==> src/rtl/pipe_stage_buf.sv <==
// pipe_stage_buf: inter-stage pipeline register carrying one packed bundle with
// a valid/ready handshake, stall hold, flush, an optional second (skid) entry,
// and a saturating count of back-pressure cycles for the performance counters.
module pipe_stage_buf #(
  parameter int DATA_W = 71,
  parameter bit SKID   = 1'b1,
  parameter int CNT_W  = 16
) (
  input  logic              clk_i,
  input  logic              rst_i,
  input  logic              valid_i,
  output logic              ready_o,
  input  logic [DATA_W-1:0] data_i,
  input  logic              stall_i,
  input  logic              flush_i,
  output logic              valid_o,
  input  logic              ready_i,
  output logic [DATA_W-1:0] data_o,
  output logic [1:0]        occ_o,
  output logic [CNT_W-1:0]  stall_cnt_o
);

  // The state encoding doubles as the occupancy count.
  typedef enum logic [1:0] {
    ST_EMPTY = 2'd0,
    ST_FULL  = 2'd1,
    ST_SKID  = 2'd2
  } state_t;

  state_t              state_q, state_d;
  logic [DATA_W-1:0]   data_q, data_d;
  logic [DATA_W-1:0]   skid_q, skid_d;
  logic                ready_q, ready_d;
  logic [CNT_W-1:0]    cnt_q, cnt_d;

  logic dnRdy;
  logic validInt;
  logic readyInt;
  logic acceptIn;
  logic moveOut;

  // A stall looks to this stage exactly like a downstream that is not ready.
  assign dnRdy    = ready_i & ~stall_i;
  assign validInt = (state_q != ST_EMPTY);

  // With a skid entry the upstream ready is registered, breaking the timing
  // path from ready_i/stall_i; without one it must be combinational to keep
  // full throughput.
  assign readyInt = SKID ? ready_q : (~validInt | dnRdy);

  assign acceptIn = valid_i & readyInt;
  assign moveOut  = validInt & dnRdy;

  assign ready_o     = readyInt;
  assign valid_o     = validInt;
  assign data_o      = data_q;
  assign occ_o       = state_q;
  assign stall_cnt_o = cnt_q;

  // Next-state, output-register and skid-entry logic; flush overrides everything.
  always_comb begin
    state_d = state_q;
    data_d  = data_q;
    skid_d  = skid_q;
    case (state_q)
      ST_EMPTY: begin
        if (acceptIn) begin
          state_d = ST_FULL;
          data_d  = data_i;
        end
      end
      ST_FULL: begin
        if (acceptIn && moveOut) begin
          data_d = data_i;
        end else if (acceptIn) begin
          if (SKID) begin
            state_d = ST_SKID;
            skid_d  = data_i;
          end
        end else if (moveOut) begin
          state_d = ST_EMPTY;
        end
      end
      ST_SKID: begin
        if (moveOut) begin
          state_d = ST_FULL;
          data_d  = skid_q;
        end
      end
      default: begin
        state_d = ST_EMPTY;
      end
    endcase
    if (flush_i) begin
      state_d = ST_EMPTY;
      data_d  = data_q;
      skid_d  = skid_q;
    end
    ready_d = (state_d != ST_SKID);
  end

  // Back-pressure counter: counts cycles a valid beat is held, sticking at all-ones.
  always_comb begin
    cnt_d = cnt_q;
    if (validInt && !dnRdy && (cnt_q != {CNT_W{1'b1}})) begin
      cnt_d = cnt_q + CNT_W'(1);
    end
  end

  // State and data registers; reset drops every held beat immediately.
  always_ff @(posedge clk_i or negedge rst_i) begin
    if (!rst_i) begin
      state_q <= ST_EMPTY;
      data_q  <= '0;
      skid_q  <= '0;
      ready_q <= 1'b1;
      cnt_q   <= '0;
    end else begin
      state_q <= state_d;
      data_q  <= data_d;
      skid_q  <= skid_d;
      ready_q <= ready_d;
      cnt_q   <= cnt_d;
    end
  end

endmodule

==> config.mk <==
export PLATFORM = sky130hd
export DESIGN_NAME = pipe_stage_buf
export DESIGN_NICKNAME = d
export VERILOG_FILES = /design/src/rtl/pipe_stage_buf.sv
export SDC_FILE = /design/constraint.sdc
export NUM_CORES = 1
export LEC_CHECK = 0
export ABC_CLOCK_PERIOD_IN_PS = 2700
export CAP_MARGIN = 40
export CORE_ASPECT_RATIO = 0.5
export CORE_UTILIZATION = 40
export CTS_CLUSTER_DIAMETER = 100
export DETAILED_ROUTE_END_ITERATION = 10
export PLACE_DENSITY_LB_ADDON = 0.12
export SLEW_MARGIN = 40
export SYNTH_ARGS = -nofsm -noshare
export SYNTH_HDL_FRONTEND = slang
export SYNTH_SLANG_ARGS = --single-unit
==> constraint.sdc <==
create_clock -name clk_i -period 2.7 [get_ports clk_i]
set_clock_uncertainty 0.1 [all_clocks]
set_input_delay 0.54 -clock clk_i [delete_from_list [all_inputs] [get_ports clk_i]]
set_output_delay 0.54 -clock clk_i [all_outputs]
set_load 0.05 [all_outputs]
# ---- Yosys cells after proc, flatten, opt, wreduce, memory -nomap -nowiden
# Cells that the tools add are included.
dict set report totals {
  regBits 161
  in_bits 77
}
dict set report classes {
  eq_ne 7
  add_sub_neg 1
  reduce_logical 9
  muxes 11
  n_bitwise 6
}
# op n
set op_table {}
lappend op_table {{$mux 71} 3}
lappend op_table {{$pmux 71 s3} 1}
lappend op_table {{$add 16x1->16 const B} 1}
lappend op_table {{$ne 16x16->1 const B} 1}
lappend op_table {{$mux 2} 6}
lappend op_table {{$ne 2x2->1 const B} 4}
lappend op_table {{$pmux 2 s3} 1}
lappend op_table {{$reduce_and 5->1} 1}
lappend op_table {{$reduce_and 4->1} 1}
lappend op_table {{$and 1x1->1} 3}
lappend op_table {{$logic_and 1x1->1} 3}
lappend op_table {{$not 1->1} 3}
lappend op_table {{$reduce_bool 3->1} 1}
lappend op_table {{$eq 2x1->1 const B} 1}
lappend op_table {{$eq 2x2->1 const B} 1}
lappend op_table {{$logic_not 2->1} 1}
lappend op_table {{$reduce_bool 2->1} 1}
lappend op_table {{$logic_not 1->1} 1}

# ---- Logic depth before layout (Yosys ltp)
dict set report depth {
  word_depth 9
  ltp_mapped 6
  depth_no_buf 5
}

# ---- Worst setup path before layout
# OpenSTA, ideal clock, no wires.
dict set report synth_path {
  path_kind {register to register}
  start {register cnt_q[0], in the netlist stall_cnt_o[0]}
  end {register cnt_q[7], in the netlist stall_cnt_o[7]}
  stages_incl_launch_ff 6
  period_less_slack_ns 2.250
  t_arrival_ns 2.005
  required_ns 2.454
  setup_slack_ns 0.450
  path_cell_list {dfrtp_1 ha_1 nand4_1 or4_1 and4_1 xor2_1}
}
dict set report synth_via {
  elab_chain_cells 2
  word_cells_on_any_way 3
  cone_classes {add/sub (1); eq/ne (1); reduce/logical (1)}
}
# item line_no
set synth_lines {}
lappend synth_lines {{start: declaration} 34} ;# logic [CNT_W-1:0] cnt_q, cnt_d;
lappend synth_lines {{start signal: assignment} 123} ;# cnt_q <= cnt_d;
lappend synth_lines {{parallel branches: the longest is 2 deep, another holds $add 16x1->16} --}
# Parallel ways; which one is timed is not known.
# A chain may end at the register's enable or synchronous reset.

# ---- Worst setup path after layout
dict set report layout_path {
  start {register state_q[0], in the netlist occ_o[0]}
  end {output valid_o}
}
dict set report layout_via {
  elab_chain_cells 1
}
# item line_no
set layout_lines {}
lappend layout_lines {{start: declaration} 30} ;# state_t state_q, state_d;
lappend layout_lines {{start signal: assignment} 119} ;# state_q <= state_d;
lappend layout_lines {{$reduce_bool 2->1} 44} ;# assign validInt = (state_q != ST_EMPTY);
lappend layout_lines {{end: declaration} 16} ;# output logic valid_o,
# No other way between the ends.

==> impl_metrics.toml <==
[critical_path]
path_depth = 3
crit_chain = "nor2_2 > inv_1 > clkdlybuf4s50_1"
start_kind = "flip-flop"
critical-path-max-stage-delay_ns = 0.70
cp-end-kind = "output pin"
arrival_ns = 1.92
r2r_cells = 5
cp_top_family = "buffers and inverters"
crit_fanout = 8
critPathKind = "flip-flop to output pin"
rr_endpoint = "data_o[13]"
crit_slowest_cell = "clkdlybuf4s50_1"
worstSetupStartpoint = "occ_o[0]"
worstReg2RegStart = "occ_o[0]"
worst_ep_required_time_ns = 2.06
r2r_slack_ns = 0.61
crit_buf_inv = 2
cp-endpoint = "valid_o"

[layout]
final_cell_mix = "nand2_1 (221), clkdlybuf4s50_1 (166), dfrtp_1 (160)"
fin_area_um2 = 9658
area_growth_pct = 35.78
fin_util = 0.5551
fillCellCount = 1517
ff_latch_area_um2 = 4030
drive_gt1_frac = 0.1524
nets = 872
mostFrequentLayoutCell = "nand2_1"
multiInputGateArea_um2 = 2912
diodes = 0

[cts]
cts_sinks = 161
cts_buffers = 17
clk_pin_slew_ns = 0.06
cts.path.max_buffers = 2
clock_latency_ns = 0.42
cts_max_level = 4
tritoncts = "yes"
cts-root-buf = "clkbuf_16"

[yosys]
postSynthCellCount = 625
ys_async_sr_fraction = 1.000
seq_area_frac_synth = 0.5666
syn_area_per_cell_um2 = 11.38
ys_warn_count = 0
ys_ff_latch = 161
synthesis.area_um2 = 7113
synth_nets = 703
synth_edf_count = 0
ys_types = 37
dominantRegCellSynth = "dfrtp_1"

[placed_design]
postPlaceCellArea_um2 = 9080
hpwl_mm = 10.06
preCtsSetupSlack_ns = 0.1357
gp_congestion = 0.8230
port_buffers = 167

[sta]
fmax_ghz = 0.3899
min_period_over_period = 0.9500
finalSetupViolations = 0
fin_setup_tns_ns = 0
finalHoldViolCount = 0
slew_headroom = 0.5707
period_needed_ns = 2.565
worst_pin_slew_ns = 0.6439
worst_slack_ns = 0.1351
slew_viol_final = 0
rsz0062_at_grt = "no"

[global_routing]
gr-total-overflow = 0
grt_pass1_wl_mm = 26.06
grtUsageTotal = 0.1844
grt_max_degree = 73
first_global_vias = 5100
antenna_found_initial = 0

[floorplanning]
dieArea_um2 = 18350
core_area_um2 = 17400
initial_utilization = 0.4088
die_h_um = 96.30
rows = 34
dieWidth_um = 190.6
ios = 168

[min_path]
worst_hold_path_type = "flip-flop to flip-flop"
hold_start = "data_o[26]"

[drt]
ant_nets = 0
drtPass1Iterations = 6
drc_errors = 0
finalWirelength_mm = 15.95
viasPerCell = 4.873
drt_iter0_drc = 273
via_count = 5073
avgRoutedWirePerCell_um = 15.32

[run_status]
status = "finished, final reports clean"

[flow_run]
cap_viol_max_count = 0

[power_and_ir_drop]
ir_drop_mv = 0.4561
leakagePower_uw = 0.004281
power.density_nw_per_um2 = 919.7
## cell type report
cell class | instances | share of cell area
tap | 234 | 0.03031
clock inverter | 11 | 0.01088
sequential | 161 | 0.4173
inverter | 3 | 0.001166
multi-input combinational | 430 | 0.3015
clock buffer | 21 | 0.04767
timing repair buffer | 181 | 0.1912
## metrics by stage
stage / cells / power, µW / hold slack (ns)
after global routing: 1041 / 9365 / 0.3990
after floorplan: 625 / 5514 / 0.1444
after global placement: 1008 / 6571 / 0.3696
after detailed placement: 1008 / 6642 / 0.3740
after CTS: 1041 / 9002 / 0.3878
final: 1041 / 8883 / 0.3826
## registers in the layout, indices dropped and copies added, names as in the netlist
| register | flops |
|---|---|
| data_o | 71 |
| occ_o | 2 |
| ready_o | 1 |
| skid_q | 71 |
| stall_cnt_o | 16 |
## metal layers
layer	share of wire	global-route usage	routed length, µm
met2	0.47	0.2945	7544
met5	0	0	0
met3	0.044	0.04995	694
met4	0.0076	0.05600	121
met1	0.48	0.2462	7590
## power breakdown
| group | internal (µW) | total [µW] | leakage [µW] | switching (µW) |
|---|---|---|---|---|
| Combinational | 1230 | 3020 | 0.00208 | 1790 |
| Clock | 1320 | 2310 | 0.000266 | 989 |
| Sequential | 3140 | 3550 | 0.00193 | 413 |
## cells by family after synthesis
group / synth area share
flops: 0.5666
buf+inv: 0.02674
mux: 0.2294
compound gates: 0.01513
fa+ha+maj: 0.001759
xor+xnor: 0.01231
simple gates: 0.1481
## synth_stat cells, types with 2 or more instances
library cell / count / area [µm²]
mux2_1: 71 / 799.5
a31oi_1: 2 / 12.51
nand3_1: 6 / 30.03
inv_1: 3 / 11.26
nor2b_1: 2 / 12.51
nand2_1: 221 / 829.6
or3_1: 2 / 12.51
and3_1: 2 / 12.51
buf_6: 7 / 78.83
xnor2_1: 4 / 35.03
xor2_1: 6 / 52.55
nor3_1: 9 / 45.04
clkbuf_1: 16 / 60.06
buf_2: 8 / 40.04
dfrtp_1: 160 / 4004
mux2_2: 73 / 822.0
nand4_1: 6 / 37.54
nor2_1: 5 / 18.77
a21oi_1: 4 / 20.02
## worst register-to-register path, stage by stage, from the launching register on
cell	delay, ns
dfrtp_1	0.46
nor2_2	0.29
a32oi_1	0.22
a21oi_4	0.21
buf_12	0.30
mux2_1	0.41
## worst min-delay path by stage
stage | to | slack [ns] | cells after the start
after CTS | data_o[36] | 0.39 | 1
after floorplan | data_o[0] | 0.14 | 0
after global placement | data_o[33] | 0.37 | 1
after global routing | data_o[26] | 0.40 | 1
final | data_o[26] | 0.38 | 1
after detailed placement | data_o[36] | 0.37 | 1
## repair_timing
item                                   CTS  global route
endpoints found under the hold margin   40             0
hold buffers                             1             0
setup buffers                            0             0
setup endpoints to repair                1             0
resized for setup                        1             0
(Power assumes the default switching activity.)
